$ cat config.mk
export PLATFORM = sky130hd
export DESIGN_NAME = contador_param
export DESIGN_NICKNAME = d
export VERILOG_FILES = /design/src/rtl/contador_param.sv
export SDC_FILE = /design/constraint.sdc
export NUM_CORES = 1
export LEC_CHECK = 0
export CAP_MARGIN = 20
export CORE_MARGIN = 2
export CORE_UTILIZATION = 45
export DETAILED_ROUTE_END_ITERATION = 6
export GPL_ROUTABILITY_DRIVEN = 0
export PLACE_DENSITY = 0.73
export SETUP_SLACK_MARGIN = 0.1
export SKIP_CTS_REPAIR_TIMING = 1
export SYNTH_ARGS = -nofsm -noshare
export SYNTH_HDL_FRONTEND = slang
export SYNTH_SLANG_ARGS = --single-unit
$ cat constraint.sdc
create_clock -name CLK -period 2.4 [get_ports CLK]
set_input_delay 0.72 -clock CLK [delete_from_list [all_inputs] [get_ports CLK]]
set_output_delay 0.72 -clock CLK [all_outputs]
set_load 0.05 [all_outputs]
$ cat src/rtl/contador_param.sv
// Parametrised up/down counter with synchronous parallel load, cascade enable,
// wrap-or-saturate policy, a registered carry/borrow pulse and a sticky overflow flag.
module contador_param #(
  parameter int WIDTH    = 32,
  parameter int STEP     = 3,
  parameter int SATURATE = 0
) (
  input  logic             CLK,
  input  logic             RESET,
  input  logic             ENABLE,
  input  logic             CASC_IN,
  input  logic [1:0]       MODO,
  input  logic [WIDTH-1:0] CARGA,
  output logic [WIDTH-1:0] Q,
  output logic             RCO,
  output logic             OVF
);

  typedef enum logic [1:0] {
    MODO_UP        = 2'd0,
    MODO_DOWN      = 2'd1,
    MODO_DOWN_STEP = 2'd2,
    MODO_LOAD      = 2'd3
  } modo_e;

  localparam logic [WIDTH:0] STEP_W = (WIDTH+1)'(STEP);
  localparam logic [WIDTH:0] ONE_W  = (WIDTH+1)'(1);
  localparam bit             SAT    = (SATURATE != 0);

  modo_e            modo;
  logic [WIDTH-1:0] q_q, q_d;
  logic             rco_q, rco_d;
  logic             ovf_q, ovf_d;
  logic [WIDTH:0]   up_sum;
  logic [WIDTH:0]   dn_diff;
  logic [WIDTH:0]   dn_amount;

  assign modo = modo_e'(MODO);

  // The extra top bit of each WIDTH+1 result is the carry (up) or borrow (down) event.
  assign dn_amount = (modo == MODO_DOWN_STEP) ? STEP_W : ONE_W;
  assign up_sum    = {1'b0, q_q} + ONE_W;
  assign dn_diff   = {1'b0, q_q} - dn_amount;

  // NOTE: every variable gets a default at the top so no path leaves it unassigned (no latch).
  always_comb begin
    q_d   = q_q;
    rco_d = 1'b0;
    ovf_d = ovf_q;
    if (ENABLE) begin
      if (modo == MODO_LOAD) begin
        q_d   = CARGA;
        ovf_d = 1'b0;
      end else if (CASC_IN) begin
        unique case (modo)
          MODO_UP: begin
            rco_d = up_sum[WIDTH];
            q_d   = (up_sum[WIDTH] && SAT) ? '1 : up_sum[WIDTH-1:0];
          end
          MODO_DOWN, MODO_DOWN_STEP: begin
            rco_d = dn_diff[WIDTH];
            q_d   = (dn_diff[WIDTH] && SAT) ? '0 : dn_diff[WIDTH-1:0];
          end
          default: ;
        endcase
        if (rco_d) ovf_d = 1'b1;
      end
    end
  end

  // NOTE: state registers use non-blocking assignments so all flops update together at the edge.
  always_ff @(posedge CLK or posedge RESET) begin
    if (RESET) begin
      q_q   <= '0;
      rco_q <= 1'b0;
      ovf_q <= 1'b0;
    end else begin
      q_q   <= q_d;
      rco_q <= rco_d;
      ovf_q <= ovf_d;
    end
  end

  assign Q   = q_q;
  assign RCO = rco_q;
  assign OVF = ovf_q;

endmodule

# After elaboration in Yosys (flattened, before gate mapping)
# Index checks and enable logic that the tools add are counted.
# word_totals
ff_bits	34
inputBits	38
# op_classes
add_sub_neg	2
eq_ne	3
muxes	14
reduce_logical	7
# op_table
operator	n
32-bit two-way mux	2
32-bit case mux with 2 select lines	1
32-bit by 1-bit adder with 33-bit output (second input constant)	1
32-bit by 2-bit subtractor with 33-bit output	1
1-bit two-way mux	9
3-bit AND reduction	2
2-bit equality test (second input constant)	2
2-bit nonzero test	2
3-bit nonzero test	1
2-bit by 1-bit equality test with 1-bit output (second input constant)	1
2-bit logical NOT	1
2-bit two-way mux	1
1-bit case mux with 2 select lines	1
2-bit OR reduction	1

# Longest topological paths before layout
# depth
ltp_word	10
ltp_mapped	9
ltp_nobuf	9

# Least setup slack after synthesis
# OpenSTA, ideal clock, no wires.
# synth_path
path_kind	input to register
from	input MODO[0]
to	register q_q[26] (netlist: Q[26])
setup_time_ns	0.134
arrival_ns	2.921
path_slack_ns	-0.655
cell_stages	9
cell_sequence	inv_1 -> ha_1 -> inv_1 -> fa_1 -> or4b_4 -> or4_4 -> or2_0 -> o2111ai_1 -> o211ai_2
# synth_between
elab_chain_len	6
elab_cells_between_ends	13
cone_classes	add/sub: 1; eq/ne: 3; mux: 4; reduce/logical: 5
# synth_lines
element	line_no	rtl
start, declared	12	input logic [1:0] MODO,
2-bit equality test	41, 55	
2-bit two-way mux	41	assign dn_amount = (modo == MODO_DOWN_STEP) ? STEP_W : ONE_W;
32-bit by 2-bit subtractor with 33-bit output	43	assign dn_diff = {1'b0, q_q} - dn_amount;
32-bit case mux with 2 select lines	55	unique case (modo)
32-bit two-way mux	54	end else if (CASC_IN) begin
32-bit two-way mux	51	if (modo == MODO_LOAD) begin
end signal, assigned	78	q_q <= q_d;
end, declared	31	logic [WIDTH-1:0] q_q, q_d;
# Parallel ways exist; a longest one is shown, timed or not. The select of a mux whose other input is x is not followed.
# A chain may end at the register's enable or synchronous reset.

# Final worst setup path
# Ends and elaborated chain as after synthesis.

==> qor.csv <==
stage,metric,value,unit
worst_hold_path,Hold Crit Class,reg2reg,
critical_path,Startpoint Class,primary input,
critical_path,R2R cell count,6,
floorplanning,I/O pin cnt,72,
clock_tree,Root Buffer,clkbuf_8,
sta,actual slew at the worst max-slew pin,0.508,ns
placement,Port Buf Inserts,71,
placement,Placed Instances,576,
drt,via count,3819,
worst_hold_path,hold path cells,1,
sta,final count of negative-setup-slack endpoints,12,
floorplanning,Core Area,6680,um2
critical_path,CP bufs+invs,3,
yosys,largest family of logic cells by synthesized area,simple AND/OR/NAND/NOR gates,
global_route,first-pass GRT wire length,17000,um
yosys,Syn Nets,440,
critical_path,CP Class,in2reg,
placement,pre-CTS setup slack,-1.29,ns
sta,f_max,357,MHz
yosys,area share of xor/xnor cells in the synthesized design,0,%
yosys,share of the synthesized area in the top cell type,27.8,%
critical_path,crit-path max cell delay,0.55,ns
yosys,Synth Area in Compound Gates,21.9,%
critical_path,"Cell Chain, Critical Path",buf_12 > inv_12 > ha_4 > inv_2 > fa_2 > or4b_4 > or4_4 > or2_4 > o2111ai_4 > o211ai_2,
yosys,Async SR Flop Fraction,100,%
global_route,initial antenna violation count,0,
drt,1st-pass router iterations,5,
critical_path,critical path data required time,2.58,ns
cells_and_area,area taken by multi-input logic gates,2320,um2
sta,Period minus WS final,2.80,ns
critical_path,Crit. End Element,flip-flop,
global_route,grt ovf,0,
drt,Post-DRT Antenna Nets,0,
sta,unrepaired setup endpoints after global routing,true,
cells_and_area,Final Non-Filler Cells,594,
yosys,Yosys Warn Count,0,
drt,DR WL/cell,18.7,um
outcome,violated checks,negative setup slack,
clock_tree,CTS H-Tree Depth,2,
cells_and_area,nets,557,
global_route,Tot GR Track Use,28.5,%
critical_path,Worst path depth,10,
floorplanning,die footprint,7480,um2
cells_and_area,register area,856,um2
outcome,status,"finished, violations left",
power_and_ir_drop,leakage,1.93,nW
drt,Remaining DRCs,0,
floorplanning,die extent in y,86.5,um
yosys,Unique masters post-synth,61,
floorplanning,Starting Density,45.8,%
yosys,Post-synth EDFFs,0,
sta,Max Slew Vio Count,0,
floorplanning,num rows,30,
power_and_ir_drop,power per cell area,601,nW/um2
power_and_ir_drop,maximum VDD drop,0.503,mV
sta,PnR worst setup slack,-0.401,ns
job,max cap viols,0,
yosys,synthesized cell area,3060,um2
power_and_ir_drop,Final Total Pwr,2.88,mW
cells_and_area,FILL cells,513,
cells_and_area,share of cells above drive strength 1,31.7,%
critical_path,worst-path maximum fanout,3,
yosys,cell taking the most area after synthesis,dfrtp_1,
critical_path,Slowest cell on crit path,or4_4,
clock_tree,worst skew pair latency,0.30,ns
clock_tree,TritonCTS clock tree,yes,
sta,Hold WS,0.525,ns
floorplanning,Die X,86.5,um
drt,DR vias/cell,6.43,
global_route,pin count of the biggest net entering global routing,46,
critical_path,Worst EP arrival,2.98,ns
yosys,Mapped Cells,396,
cells_and_area,antenna diode instance count,0,
yosys,Post-Synth Adder-Cell Area,2.70,%
yosys,simple-gate portion of the synthesized area,36.2,%
yosys,post-synthesis mux area share,5.35,%
sta,Final Cycle Share,117,%
sta,skew final,0.00500,ns
sta,setup TNS,-2.56,ns
critical_path,critical path's top delay family,simple AND/OR/NAND/NOR gates,
yosys,top post-synthesis cells by area,"dfrtp_1, nand2_1, mux2i_1, clkbuf_1, a21oi_1",
global_route,vias in the first global route,3559,
sta,Rel. slew slack,65.8,%
yosys,syn avg cell area,7.73,um2
yosys,sequential element share of the synthesized area,27.8,%
drt,violation count after the first detailed-routing iteration,288,
yosys,"flops & latches, synth",34,
yosys,dominant synthesized flop cell,dfrtp_1,
clock_tree,clock buffer depth,2,
placement,HPWL after detailed placement,7690,um
clock_tree,Num CTS Buffers,5,
sta,Final Hold Viols,0,
drt,drt total wl,11100,um
clock_tree,"CTS clk-pin slew, worst paths",0.08,ns
clock_tree,clock sinks,34,
cells_and_area,area delta synth->final,56.6,%
==> layer usage <==
metal  vias to the layer above  GRT usage, %  wire, um
met5                         -             0         0
li1                       1758             -         -
met4                         0          12.8       306
met2                       203          48.9      5520
met3                        36          3.24       763
met1                      1822          35.9      4500
==> synthesized netlist by cell type, types with 5 or more instances <==
master and count:
ha_1 5, or3_1 13, and3_1 13, nor3_1 16
o22ai_1 15, dfrtp_1 34, inv_1 9, o211ai_1 8
o21ai_0 11, nand4_1 14, a21oi_1 21, or4_1 9
nor4_1 16, nand2_1 40, clkbuf_1 32, mux2i_1 13
nor2_1 26, nand3_1 18
==> final timing paths <==
kind                       slack [ns]    end  startpoint
setup / recovery                -0.40  Q[26]     MODO[0]
hold / removal                   0.53    OVF         OVF
setup reg to reg                -0.16  Q[26]        Q[0]
hold reg to reg                  0.53    OVF         OVF
max in group asynchronous        1.20  Q[21]       RESET
min in group asynchronous        0.84  Q[27]       RESET
==> flip-flops by register name, summed over array words and instances (netlist names) <==
register,cells
Q,32
OVF,1
RCO,1
==> stage by stage <==
stage | utilization (%) | cell area (um2)
floorplan | - | 3150
global placement | 64.4 | 4300
detailed placement | 64.4 | 4300
CTS | 66.0 | 4410
global route | 71.8 | 4800
finish | 71.8 | 4800
==> cells by family (layout without fill, tap and decap cells) <==
group                    Yosys count  in the layout
buffers and inverters             46            164
AO/OA/AOI/OAI                     97             97
adder cells (fa/ha/maj)            6              6
AND/OR/NAND/NOR                  197            197
flip-flops                        34             34
multiplexers                      16             16
==> report_power, final <==
group / total [mW] / switching, mW / leakage, nW / internal (mW)
Sequential: 0.780 / 0.118 / 0.387 / 0.662
Clock: 0.530 / 0.239 / 0.0575 / 0.290
Combinational: 1.57 / 0.945 / 1.48 / 0.626
==> cell type report <==
class	instances	area share (%)
Inverter	9	1.02
Multi-Input combinational cell	316	48.4
Sequential cell	34	17.8
Tap cell	80	2.09
Timing Repair Buffer	147	28.3
Clock buffer	8	2.30
==> cell usage in the layout, fill, tap and decap left out, types with 4 or more instances in the layout <==
cell type        count
dfrtp_2              4
a22oi_1              4
nand2_1             38
nor4_1              11
o22ai_1             13
nor3_1              13
and3_1              13
buf_12               4
nor2_1              23
nand4_1             14
or3_1               13
o21a_1               4
buf_6               10
clkdlybuf4s50_1     38
mux2i_1             11
buf_4               81
or4_1                8
dfrtp_1             30
nor2b_1              4
a21oi_1             19
dlymetal6s2s_1      13
inv_1                6
clkbuf_8             8
o21ai_0              7
o211ai_1             8
nand3_1             16
and4_1               4
No activity file was read; power rests on OpenSTA's default activity.
